`src/rtl/proc_phase_seq.sv`:
```
// Processor phase sequencer: walks the multi-cycle datapath through FETCH..WB with
// post-reset hold-off, stall hold, graceful halt and free-running activity counters.
module proc_phase_seq #(
  parameter int unsigned RESET_HOLD      = 2,
  parameter int unsigned CYCLE_CNT_WIDTH = 32,
  parameter int unsigned INSTR_CNT_WIDTH = 32
) (
  input  logic                       clk,
  input  logic                       rst,
  input  logic                       stall,
  input  logic                       halt_req,
  input  logic                       clr_cnt,
  output logic [2:0]                 state,
  output logic [4:0]                 phase_oh,
  output logic                       instr_done,
  output logic                       halted,
  output logic [CYCLE_CNT_WIDTH-1:0] cycle_cnt,
  output logic [INSTR_CNT_WIDTH-1:0] instr_cnt
);

  typedef enum logic [2:0] {
    S_INIT   = 3'd0,
    S_FETCH  = 3'd1,
    S_DECODE = 3'd2,
    S_EXEC   = 3'd3,
    S_MEM    = 3'd4,
    S_WB     = 3'd5,
    S_HALTED = 3'd6
  } state_e;

  // A hold of 0 is treated as 1, so the last INIT count is always RESET_HOLD-1 or 0.
  localparam logic [3:0] HOLD_LAST = (RESET_HOLD == 0) ? 4'd0 : 4'(RESET_HOLD - 1);
  localparam logic [3:0] HOLD_ONE  = 4'd1;
  localparam logic [CYCLE_CNT_WIDTH-1:0] CYC_ONE = CYCLE_CNT_WIDTH'(1);
  localparam logic [INSTR_CNT_WIDTH-1:0] INS_ONE = INSTR_CNT_WIDTH'(1);

  state_e     state_q, state_d;
  logic [3:0] hold_cnt, hold_d;
  logic       halt_pending, pending_d;
  logic       active;
  logic       retire;

  assign active = (state_q == S_FETCH) || (state_q == S_DECODE) || (state_q == S_EXEC) ||
                  (state_q == S_MEM)   || (state_q == S_WB);

  always_comb begin
    // NOTE: every signal gets a default first so no path through the case infers a latch.
    state_d   = state_q;
    hold_d    = '0;
    pending_d = halt_pending;
    retire    = 1'b0;
    if (active) pending_d = halt_pending | halt_req;
    case (state_q)
      S_INIT: begin
        if (hold_cnt == HOLD_LAST) state_d = S_FETCH;
        else                       hold_d  = hold_cnt + HOLD_ONE;
      end
      S_FETCH:  if (!stall) state_d = S_DECODE;
      S_DECODE: if (!stall) state_d = S_EXEC;
      S_EXEC:   if (!stall) state_d = S_MEM;
      S_MEM:    if (!stall) state_d = S_WB;
      S_WB: begin
        if (!stall) begin
          retire  = 1'b1;
          state_d = (halt_pending || halt_req) ? S_HALTED : S_FETCH;
        end
      end
      S_HALTED: state_d = S_HALTED;
      default: begin
        state_d   = S_INIT;
        pending_d = 1'b0;
      end
    endcase
  end

  always_ff @(posedge clk or negedge rst) begin
    if (!rst) begin
      state_q      <= S_INIT;
      hold_cnt     <= '0;
      halt_pending <= 1'b0;
      instr_done   <= 1'b0;
      cycle_cnt    <= '0;
      instr_cnt    <= '0;
    end else begin
      // NOTE: non-blocking assignments so every register samples pre-edge values.
      state_q      <= state_d;
      hold_cnt     <= hold_d;
      halt_pending <= pending_d;
      instr_done   <= retire;
      if (active) begin
        if (clr_cnt) begin
          cycle_cnt <= '0;
          instr_cnt <= '0;
        end else begin
          cycle_cnt <= cycle_cnt + CYC_ONE;
          if (retire) instr_cnt <= instr_cnt + INS_ONE;
        end
      end
    end
  end

  assign state  = state_q;
  assign halted = (state_q == S_HALTED);

  always_comb begin
    phase_oh = 5'b00000;
    case (state_q)
      S_FETCH:  phase_oh = 5'b00001;
      S_DECODE: phase_oh = 5'b00010;
      S_EXEC:   phase_oh = 5'b00100;
      S_MEM:    phase_oh = 5'b01000;
      S_WB:     phase_oh = 5'b10000;
      default:  phase_oh = 5'b00000;
    endcase
  end

endmodule

```
`config.mk`:
```
export PLATFORM = sky130hd
export DESIGN_NAME = proc_phase_seq
export DESIGN_NICKNAME = d
export VERILOG_FILES = /design/src/rtl/proc_phase_seq.sv
export SDC_FILE = /design/constraint.sdc
export NUM_CORES = 1
export LEC_CHECK = 0
export ABC_AREA = 1
export CORE_ASPECT_RATIO = 0.75
export CORE_UTILIZATION = 45
export DETAILED_ROUTE_END_ITERATION = 10
export PLACE_DENSITY = 0.7
export SETUP_SLACK_MARGIN = 0.15
export SLEW_MARGIN = 40
export SYNTH_ARGS = -nofsm -noshare
export SYNTH_HDL_FRONTEND = slang
export SYNTH_SLANG_ARGS = --single-unit
```
`constraint.sdc`:
```
create_clock -name clk -period 4.04 [get_ports clk]
set_clock_uncertainty 0.1 [all_clocks]
set_input_delay 0.808 -clock clk [delete_from_list [all_inputs] [get_ports clk]]
set_output_delay 0.808 -clock clk [all_outputs]
set_load 0.02 [all_outputs]
```
==> results.yml <==
floorplanning:
  rows: 31
  ioPinCount: 79
  die_area_mm2: 0.01067
  fp.dieW_um: 119.0
  initial_core_util_pct: 47.05
  core_area_mm2: 0.009813
  die_h_um: 89.72
worst_setup_path:
  ff2ff_path_depth: 8
  path_max_fanout: 8
  cp.required_ns: 3.13
  crit_type: "flop to output port"
  endpoint_kind: "output port"
  rr_startpoint: "state[2]"
  cp_cell_sequence: "inv_2 -> nand3_2 -> inv_2 -> clkdlybuf4s50_1"
  max_stage_delay_ns: 0.63
  cp.arrival_ns: 1.83
  startpoint: "state[2]"
  crit_path_start_kind: "flop"
  worst_path_most_repeated_cell: "inv_2"
  cp_slowest_cell: "clkdlybuf4s50_1"
cts:
  root_buffer: "clkbuf_16"
  cts_hold_buf: 0
  post_cts_buffers: 0
  cts.repair.resized: 0
  cts_max_level: 3
  clock_sinks: 73
  numCtsBuffers: 9
  clock_path_buffers: 2
  cts_tree: "yes"
  clkTransAtPathRegs_ns: 0.05
  clk_latency_ns: 0.34
routing:
  routed-via-count: 4666
  routed_wl_um: 12620
  ant_nets: 0
  drtPass1Iterations: 5
  drtIter0Drc: 434
  drc: 0
  wl_per_cell_um: 14.10
  viasPerCell: 5.213
synth:
  synthDistinctLibCells: 37
  async_reset_ff_share_pct: 100.0
  synth_fp_nets: 688
  syn_area_mm2: 0.004617
  yosysWarnings: 0
  synthCells: 679
  ys.flop_type: "dfrtp_1"
  ys_ff_latch: 73
  yosysSeqAreaShare_pct: 39.57
  synth_edf_count: 0
  syn_area_per_cell_um2: 6.800
sta:
  timing.hold.ws_ns: 0.3725
  tns_ns: 0
  max_freq_ghz: 0.3658
  slew_viol_final: 0
  period_share_pct: 67.67
  setup_viol: 0
  fin_crit_ns: 2.734
  slew_headroom_pct: 55.37
  hold_viol: 0
  rsz0062_at_grt: "false"
  worst_pin_slew_ns: 0.6694
global_routing:
  grt-ovfl-total: 0
  grt_first_pass_wirelength_um: 21310
  grt_usage_pct: 25.39
  grt_max_degree: 74
  first_global_vias: 4215
  antenna_found_initial: 0
pwr:
  p_per_area_mw_per_mm2: 283.1
  leakagePower_uw: 0.002653
  p_int_uw: 1308
  peakVddDrop_uv: 197.4
  finalPower_uw: 1644
  switching_share_pct: 20.45
  p_sw_uw: 336.0
  power_frac_comb_pct: 1.4
  power_frac_clock_pct: 54.1
  power_frac_seq_pct: 44.5
worst_hold_path:
  hold_class: "primary input to async pin"
cells_and_area:
  antenna_cells: 0
  synthToLayoutAreaGrowth_pct: 25.75
  final_nets: 767
  drive_gt1_share_pct: 6.684
  fillerInstances: 912
run:
  drv_cap: 0
place:
  place.gp.congestion: 0.9372
  place_hpwl_um: 9406
  io_buffers: 78
outcome:
  status: "finished clean"
==> power groups by stage <==
| stage | sequential, uW | combinational, uW | clock (uW) |
|---|---|---|---|
| 6_report | 731 | 23.6 | 889 |
| 3_5_place_dp | 745 | 25.0 | 0 |
| 2_1_floorplan | 745 | 3.36 | 0 |
| 4_1_cts | 731 | 25.1 | 895 |
| 5_1_grt | 731 | 27.6 | 928 |
| 3_3_place_gp | 745 | 24.1 | 0 |
==> cell usage after synthesis, types with 3 or more instances <==
library cell	count	area share, %
o21ai_0	28	3.0
buf_6	6	1.5
inv_2	3	0.24
xnor2_1	3	0.57
inv_1	82	6.7
ha_1	4	1.1
nor3b_1	4	0.65
nand2_4	3	0.73
nand2_1	216	18
nor2_2	8	1.1
dfrtp_1	73	40
nand3b_1	5	0.81
nor3_1	3	0.33
o21ai_1	4	0.43
nand4_1	9	1.2
nor2_1	109	8.9
nand3_1	62	6.7
a21oi_1	23	2.5
nor2_4	7	1.7
or2_2	3	0.41
==> cells by family after synthesis <==
family | share of synthesized area (%)
AOI/OAI and AO/OA | 7.805
xor gates and xnor gates | 0.9487
adders and majority gates | 1.084
buffers and inverters | 8.970
DFF | 39.57
and+or+nand+nor | 41.63
==> through the flow <==
| step | worst slack (ns) | util [%] | std cells | instance area (um2) |
|---|---|---|---|---|
| after CTS | 1.299 | 59.16 | 895 | 5806 |
| after global routing | 1.223 | 59.16 | 895 | 5806 |
| after floorplan | 2.168 | - | 679 | 4617 |
| after detailed placement | 1.400 | 55.79 | 879 | 5475 |
| final | 1.306 | 59.16 | 895 | 5806 |
| after global placement | 1.519 | 55.76 | 879 | 5472 |
==> registers in the layout, indices dropped and copies added, names as in the netlist <==
signal        cells
halt_pending      1
state             3
hold_cnt          4
instr_cnt        32
cycle_cnt        32
instr_done        1
==> worst paths after layout <==
check / end / slack (ns)
worst max-delay path: phase_oh[0] / 1.31
worst min-delay path: cycle_cnt[10] / 0.37
worst max register to register: instr_cnt[20] / 1.68
worst min register to register: hold_cnt[0] / 0.40
max in group asynchronous: instr_cnt[21] / 3.00
min in group clk: hold_cnt[0] / 0.40
==> cell type report <==
| class | instances | area (um2) | area share (%) |
|---|---|---|---|
| Multi-Input combinational cell | 510 | 2376 | 40.93 |
| Sequential cell | 73 | 1827 | 31.47 |
| Timing Repair Buffer | 78 | 782.0 | 13.47 |
| Inverter | 86 | 325.3 | 5.603 |
| Clock buffer | 11 | 252.7 | 4.353 |
| Tap cell | 132 | 165.2 | 2.845 |
| Clock inverter | 5 | 77.57 | 1.336 |
==> placed cells by master (no fill, tap or decap), types with 3 or more instances in the layout <==
cell	netlist	routed
a21oi_1	23	23
clkbuf_16	0	9
clkdlybuf4s50_1	0	77
dfrtp_1	73	73
ha_1	4	4
inv_1	82	82
inv_2	3	3
nand2_1	216	216
nand2_4	3	3
nand3_1	62	62
nand3b_1	5	5
nand4_1	9	9
nor2_1	109	109
nor2_2	8	8
nor2_4	7	7
nor3_1	3	3
nor3b_1	4	4
o21ai_0	28	28
o21ai_1	4	4
or2_2	3	3
xnor2_1	3	3
==> layer usage <==
layer	vias up	global-route usage (%)	routed length, um
met5	-	0	0
met4	0	6.118	116
met3	12	6.028	968
met2	153	36.74	5380
met1	2203	37.96	6157
li1	2298	-	-
==> critical path, delay by kind of cell, from the launching register on <==
family | cells | cell delay (ns)
simple gates | 1 | 0.12
flops | 1 | 0.43
buf+inv | 3 | 0.93
Power figures use the tool's default switching activity.
